[src/rtl/spi_pkg.sv]
// spi_pkg: shared types and constants for the SPI slave front end.
//   spi_state_e - FSM states of the slave
//   SPI_RX_W    - frame width delivered to the RAM (2-bit opcode + 8-bit payload)
//   SPI_TX_W    - read-data width returned by the RAM
//   OP_*        - opcode values carried in rx_data[9:8]; decoded by the RAM, not here
package spi_pkg;

    typedef enum logic [2:0] {
        IDLE      = 3'd0,
        CHK_CMD   = 3'd1,
        WRITE     = 3'd2,
        READ_ADD  = 3'd3,
        READ_DATA = 3'd4
    } spi_state_e;

    localparam int SPI_RX_W = 10;
    localparam int SPI_TX_W = 8;

    localparam logic [1:0] OP_WR_ADDR = 2'b00;
    localparam logic [1:0] OP_WR_DATA = 2'b01;
    localparam logic [1:0] OP_RD_ADDR = 2'b10;
    localparam logic [1:0] OP_RD_DATA = 2'b11;

endpackage

[src/rtl/spi_tx_serializer.sv]
// spi_tx_serializer: loads one RAM read byte per frame and shifts it out MSB first.
//   clk        - SPI serial clock, rising edge
//   rst        - synchronous active-high reset
//   clr_i      - frame end (chip select high): abort output, re-arm the load
//   load_en_i  - a READ_DATA frame has completed; tx_valid may now load
//   tx_data_i  - RAM read data
//   tx_valid_i - RAM read data valid
//   miso_o     - registered serial output, 0 when idle
module spi_tx_serializer #(
    parameter int TX_W = 8
) (
    input  logic            clk,
    input  logic            rst,
    input  logic            clr_i,
    input  logic            load_en_i,
    input  logic [TX_W-1:0] tx_data_i,
    input  logic            tx_valid_i,
    output logic            miso_o
);

    localparam int CNT_W = $clog2(TX_W);

    logic [TX_W-1:0]  tx_shift_q, tx_shift_d;
    logic [CNT_W-1:0] tx_cnt_q,   tx_cnt_d;
    logic             loaded_q,   loaded_d;
    logic             miso_q,     miso_d;

    always_comb begin
        tx_shift_d = tx_shift_q;
        tx_cnt_d   = tx_cnt_q;
        loaded_d   = loaded_q;
        miso_d     = 1'b0;
        if (clr_i) begin
            tx_cnt_d = '0;
            loaded_d = 1'b0;
        end else if (load_en_i && tx_valid_i && !loaded_q) begin
            // MSB goes out on the load edge itself; the remaining bits follow.
            miso_d     = tx_data_i[TX_W-1];
            tx_shift_d = {tx_data_i[TX_W-2:0], 1'b0};
            tx_cnt_d   = CNT_W'(TX_W - 1);
            loaded_d   = 1'b1;
        end else if (tx_cnt_q != '0) begin
            miso_d     = tx_shift_q[TX_W-1];
            tx_shift_d = {tx_shift_q[TX_W-2:0], 1'b0};
            tx_cnt_d   = tx_cnt_q - 1'b1;
        end
    end

    always_ff @(posedge clk) begin
        if (rst) begin
            tx_shift_q <= '0;
            tx_cnt_q   <= '0;
            loaded_q   <= 1'b0;
            miso_q     <= 1'b0;
        end else begin
            tx_shift_q <= tx_shift_d;
            tx_cnt_q   <= tx_cnt_d;
            loaded_q   <= loaded_d;
            miso_q     <= miso_d;
        end
    end

    assign miso_o = miso_q;

endmodule

[src/rtl/spi_slave.sv]
// spi_slave: SPI serial front end of the SPI-to-RAM path.
//   clk      - SPI serial clock, all logic on rising edge
//   rst      - synchronous active-high reset
//   SS_n     - chip select, active low
//   MOSI     - serial data in, MSB first
//   MISO     - serial data out, MSB first, registered
//   rx_data  - captured RX_W-bit frame for the RAM
//   rx_valid - one-cycle strobe qualifying rx_data
//   tx_data  - RAM read data
//   tx_valid - RAM read data valid
// A frame is: one command bit (0 = write, 1 = read) followed by RX_W frame bits.
// A read command goes to READ_ADD until an address frame has completed, then
// to READ_DATA, whose completion enables the return of one byte on MISO.
module spi_slave
    import spi_pkg::*;
#(
    parameter int RX_W = SPI_RX_W,
    parameter int TX_W = SPI_TX_W
) (
    input  logic            clk,
    input  logic            rst,
    input  logic            SS_n,
    input  logic            MOSI,
    output logic            MISO,
    output logic [RX_W-1:0] rx_data,
    output logic            rx_valid,
    input  logic [TX_W-1:0] tx_data,
    input  logic            tx_valid
);

    localparam int CNT_W = $clog2(RX_W + 1);
    localparam logic [CNT_W-1:0] LAST_BIT = CNT_W'(RX_W - 1);
    localparam logic [CNT_W-1:0] DONE_CNT = CNT_W'(RX_W);

    spi_state_e       state_q;
    logic [RX_W-1:0]  shift_q;
    logic [CNT_W-1:0] bit_cnt_q;
    logic [RX_W-1:0]  rx_data_q;
    logic             rx_valid_q;
    logic             rd_addr_seen_q;

    logic frame_done;
    logic tx_load_en;

    // bit_cnt parks at RX_W once the frame is captured, so further MOSI is ignored.
    assign frame_done = (bit_cnt_q == DONE_CNT);
    assign tx_load_en = (state_q == READ_DATA) && frame_done;

    always_ff @(posedge clk) begin
        if (rst) begin
            state_q        <= IDLE;
            shift_q        <= '0;
            bit_cnt_q      <= '0;
            rx_data_q      <= '0;
            rx_valid_q     <= 1'b0;
            rd_addr_seen_q <= 1'b0;
        end else begin
            rx_valid_q <= 1'b0;
            if (SS_n) begin
                // Deselect ends the frame; a partial frame leaves no trace.
                state_q   <= IDLE;
                bit_cnt_q <= '0;
            end else begin
                case (state_q)
                    IDLE: state_q <= CHK_CMD;
                    CHK_CMD: begin
                        if (!MOSI)               state_q <= WRITE;
                        else if (rd_addr_seen_q) state_q <= READ_DATA;
                        else                     state_q <= READ_ADD;
                    end
                    WRITE, READ_ADD, READ_DATA: begin
                        if (!frame_done) begin
                            shift_q   <= {shift_q[RX_W-2:0], MOSI};
                            bit_cnt_q <= bit_cnt_q + 1'b1;
                            if (bit_cnt_q == LAST_BIT) begin
                                rx_data_q  <= {shift_q[RX_W-2:0], MOSI};
                                rx_valid_q <= 1'b1;
                                if (state_q == READ_ADD)  rd_addr_seen_q <= 1'b1;
                                if (state_q == READ_DATA) rd_addr_seen_q <= 1'b0;
                            end
                        end
                    end
                    default: state_q <= IDLE;
                endcase
            end
        end
    end

    spi_tx_serializer #(
        .TX_W (TX_W)
    ) u_tx (
        .clk        (clk),
        .rst        (rst),
        .clr_i      (SS_n),
        .load_en_i  (tx_load_en),
        .tx_data_i  (tx_data),
        .tx_valid_i (tx_valid),
        .miso_o     (MISO)
    );

    assign rx_data  = rx_data_q;
    assign rx_valid = rx_valid_q;

endmodule

[config.mk]
export PLATFORM = sky130hd
export DESIGN_NAME = spi_slave
export DESIGN_NICKNAME = d
export VERILOG_FILES = /design/src/rtl/spi_pkg.sv /design/src/rtl/spi_tx_serializer.sv /design/src/rtl/spi_slave.sv
export SDC_FILE = /design/constraint.sdc
export NUM_CORES = 1
export LEC_CHECK = 0
export ABC_AREA = 1
export CAP_MARGIN = 40
export CORE_MARGIN = 3
export CORE_UTILIZATION = 40
export DETAILED_ROUTE_END_ITERATION = 8
export GPL_ROUTABILITY_DRIVEN = 0
export PLACE_DENSITY = 0.61
export SKIP_LAST_GASP = 1
export SLEW_MARGIN = 20
export SYNTH_ARGS = -nofsm -noshare
export SYNTH_HDL_FRONTEND = slang
export SYNTH_HIERARCHICAL = 1
export SYNTH_SLANG_ARGS = --single-unit
[constraint.sdc]
create_clock -name clk -period 3.9 [get_ports clk]
set_input_delay 0.975 -clock clk [delete_from_list [all_inputs] [get_ports clk]]
set_output_delay 0.975 -clock clk [all_outputs]
set_load 0.05 [all_outputs]
==> impl_metrics.json <==
{
  "run_status": "finished clean",
  "clock_path_buffers": 2,
  "number_of_antenna_violations_at_the_first_check_in_global_routing": 0,
  "worst-r2r-setup-slack_ns": 1.89,
  "num_io_pins": 25,
  "timing_worst_slew_pin_value_ns": 0.805,
  "multiInputGateArea_um2": 910,
  "grt.busiest_layer": "met2",
  "synthXorXnorAreaFrac_pct": 0.889,
  "core.rowCount": 24,
  "detail_route.iter0.violations": 52,
  "timing.hold.worst_endpoint": "u_tx/tx_shift_q[1]$_SDFFE_PP0P_",
  "height_of_the_chip_um": 76.2,
  "timing.critical_path.from_type": "register",
  "htree_num_levels": 2,
  "post_synth_num_cell_types": 28,
  "detail_route.drc_violations": 0,
  "pin_count_of_the_biggest_net_entering_global_routing": 21,
  "globalRouteMet2Util_pct": 22.3,
  "power_switching_mw": 0.163,
  "holdCritPathClass": "register to register",
  "clock-root-buffer": "sky130_fd_sc_hd__clkbuf_8",
  "leakage_nw": 0.967,
  "setup_failing_eps_final": 0,
  "crit_chain": "clkdlybuf4s50_1",
  "syn-num-nets": 296,
  "critical-path-max-stage-delay_ns": 0.82,
  "final-seq-area_um2": 801,
  "drv_cap": 0,
  "grt_util_met3_pct": 3.55,
  "synth_top_cell_area_share_pct": 40.6,
  "p_sw_share_pct": 22.3,
  "placeableCoreArea_mm2": 0.00456,
  "sort_of_element_at_the_end_of_the_critical_path": "primary output",
  "synth_async_sr_flop_share_pct": 0,
  "synth-warning-count": 6,
  "synth_area_per_cell_um2": 7.09,
  "synth_sequential_area_ratio_pct": 40.6,
  "timing.setup.critical_path_class": "register to primary output",
  "detail_route.first_pass.iterations": 4,
  "critPathRequiredTime_ns": 2.92,
  "number_of_cells_traversed_by_the_worst_hold_path": 2,
  "vias_per_cell": 4.43,
  "number_of_flops_mapped_to_enable_cells_by_yosys": 0,
  "synthMostInstantiatedCell": "sky130_fd_sc_hd__nand2_1",
  "synth.area.mux_share_pct": 0,
  "post_synth_and_or_nand_nor_area_fraction_pct": 34.0,
  "numPortBuffers": 24,
  "sum_of_negative_setup_slack_ns": 0,
  "rr_worst_depth": 9,
  "fp.dieArea_mm2": 0.00580,
  "area_delta_synth_final_pct": 17.7,
  "slew_viol_final": 0,
  "synth_area_leader_cell": "sky130_fd_sc_hd__dfxtp_1",
  "worstPathMaxFanout": 2,
  "cellPowerDensity_mw_per_mm2": 316,
  "die-width_um": 76.2,
  "postCtsHoldBufs": 0,
  "worst-endpoint-arrival_ns": 1.44,
  "cp_buf_inv_count": 1,
  "tritoncts_num_sinks": 40,
  "finalHoldViolations": 0,
  "finalWirelength_um": 3680,
  "power.share.clock_pct": 37.8,
  "numCtsBuffers": 5,
  "tritoncts": "done",
  "final_core_util_pct": 50.8,
  "min_period_ns": 2.41,
  "grt_util_all_layers_pct": 14.0,
  "clock_latency_on_the_worst_skew_pair_ns": 0.28,
  "timing.critical_path.depth": 1,
  "detail-route-antenna-nets": 0,
  "post_synth_inst_count": 278,
  "dominant_combinational_cell_family_by_area_after_synthesis": "simple AND/OR/NAND/NOR gates",
  "drive_above_1_share_pct": 9.60,
  "relSlewSlack_pct": 46.2,
  "min-delay-start": "u_tx/tx_shift_q[1]$_SDFFE_PP0P_",
  "clkTransAtPathRegs_ns": 0.07,
  "internal_power_mw": 0.569,
  "critical_path.reg2reg.startpoint": "bit_cnt_q[0]$_SDFFE_PP0P_",
  "proportion_of_power_drawn_by_combinational_gates_pct": 5.7,
  "rsz_0062_raised_after_global_routing": "no",
  "seqPwrFrac_pct": 56.5,
  "yosys-top-cells-area": "sky130_fd_sc_hd__dfxtp_1 41%, sky130_fd_sc_hd__nand2_1 13%, sky130_fd_sc_hd__inv_1 9.0%",
  "irDropWorstVdd_v": 0.000176,
  "cts_resized": 0,
  "dominant_synthesized_flop_cell": "sky130_fd_sc_hd__dfxtp_1",
  "yosys.area_share.adder_pct": 3.17,
  "timing.rr.end": "u_tx/tx_shift_q[3]$_SDFFE_PP0P_",
  "synth_compound_gate_area_share_pct": 8.13,
  "grt_pass1_wl_um": 6840,
  "hpwl_um": 2590,
  "vias": 1625,
  "grt.met1_usage_pct": 18.7,
  "clock_skew_ns": 0.00444,
  "gr-total-overflow": 0,
  "num-fill-cells": 466,
  "first_global_vias": 1546,
  "ys_seq_elements": 40,
  "start_util_pct": 43.2,
  "postCtsSetupBuffers": 0,
  "finish.net_count": 319,
  "final_min_period_over_clock_period_pct": 61.9,
  "achievable-frequency_mhz": 414,
  "critical_path.top_delay_family": "buffers and inverters",
  "mappedNetlistArea_mm2": 0.00197,
  "critPathSlowestCell": "sky130_fd_sc_hd__clkdlybuf4s50_1",
  "routed_wire_length_per_instance_um": 10.0,
  "diodes": 0,
  "most_common_library_cells_after_synthesis": "70 x sky130_fd_sc_hd__nand2_1, 47 x sky130_fd_sc_hd__inv_1, 40 x sky130_fd_sc_hd__dfxtp_1"
}
==> area by class of cell <==
cell class,count,area share (%)
tap,65,3.51
sequential,40,34.5
clock inverter,2,0.432
inverter,51,8.36
multi-input combinational,179,39.2
clock buffer,6,3.56
timing repair buffer,24,10.4
==> placed cells by master, fill, tap and decap left out, drive strengths merged, types with 3 or more instances in the layout <==
| cell | instances |
|---|---|
| nor2 | 32 |
| nor3 | 3 |
| o21ai | 14 |
| a21oi | 18 |
| ha | 5 |
| dfxtp | 40 |
| nand3 | 20 |
| inv | 51 |
| nand2 | 77 |
| clkbuf | 6 |
| clkdlybuf4s50 | 24 |
| nand4 | 6 |
==> layer usage <==
layer  vias to the layer above  part of all wire (%)
met5                         -                     0
met4                         0                   1.1
met3                         5                   3.3
met2                        20                    43
met1                       702                    52
li1                        898                     -
==> worst max path at each step <==
stage | from | endpoint | slack [ns]
2_1_floorplan | rst | rx_data[6]$_SDFFE_PP0P_ | 2.10
3_3_place_gp | rst | rx_data[4]$_SDFFE_PP0P_ | 1.26
3_5_place_dp | rst | rx_data[6]$_SDFFE_PP0P_ | 1.24
4_1_cts | rx_data[4]$_SDFFE_PP0P_ | rx_data[4] | 1.47
5_1_grt | rst | rx_data[2]$_SDFFE_PP0P_ | 1.42
6_report | rx_data[9]$_SDFFE_PP0P_ | rx_data[9] | 1.49
==> kinds of logic (layout without fill, tap and decap cells) <==
group	count (synthesis)	after routing
AND/OR/NAND/NOR	140	140
adder cells (fa/ha/maj)	5	5
AO/OA/AOI/OAI	32	32
buffers and inverters	59	83
XOR/XNOR	2	2
flip-flops	40	40
==> sequential cells by signal (all words and copies together), names as in the netlist <==
signal / count
u_tx/tx_shift_q: 7
rx_valid: 1
rx_data: 10
u_tx/tx_cnt_q: 3
rd_addr_seen_q: 1
u_tx/miso_o: 1
state_q: 3
shift_q: 9
bit_cnt_q: 4
u_tx/loaded_q: 1
==> worst min-delay path, delay by kind of cell, from the launching register on <==
family        cells  cell delay (ns)
flops             1             0.31
simple gates      2             0.11
==> power groups by stage <==
stage / clock network (mW) / logic (mW) / registers (mW)
global route: 0.303 / 0.0469 / 0.414
global placement: 0 / 0.0421 / 0.423
floorplan: 0 / 0.0258 / 0.422
detailed placement: 0 / 0.0420 / 0.423
CTS: 0.288 / 0.0424 / 0.413
finish: 0.277 / 0.0420 / 0.413
==> stage by stage <==
step	hold WS [ns]	total power [mW]	setup WS [ns]	instances	instance area (µm²)
3_3_place_gp	0.455	0.465	1.26	359	2230
2_1_floorplan	0.441	0.448	2.10	278	1970
6_report	0.465	0.732	1.49	367	2320
5_1_grt	0.487	0.763	1.42	367	2320
4_1_cts	0.471	0.743	1.47	367	2320
3_5_place_dp	0.459	0.465	1.24	359	2230
(Power assumes the default switching activity.)
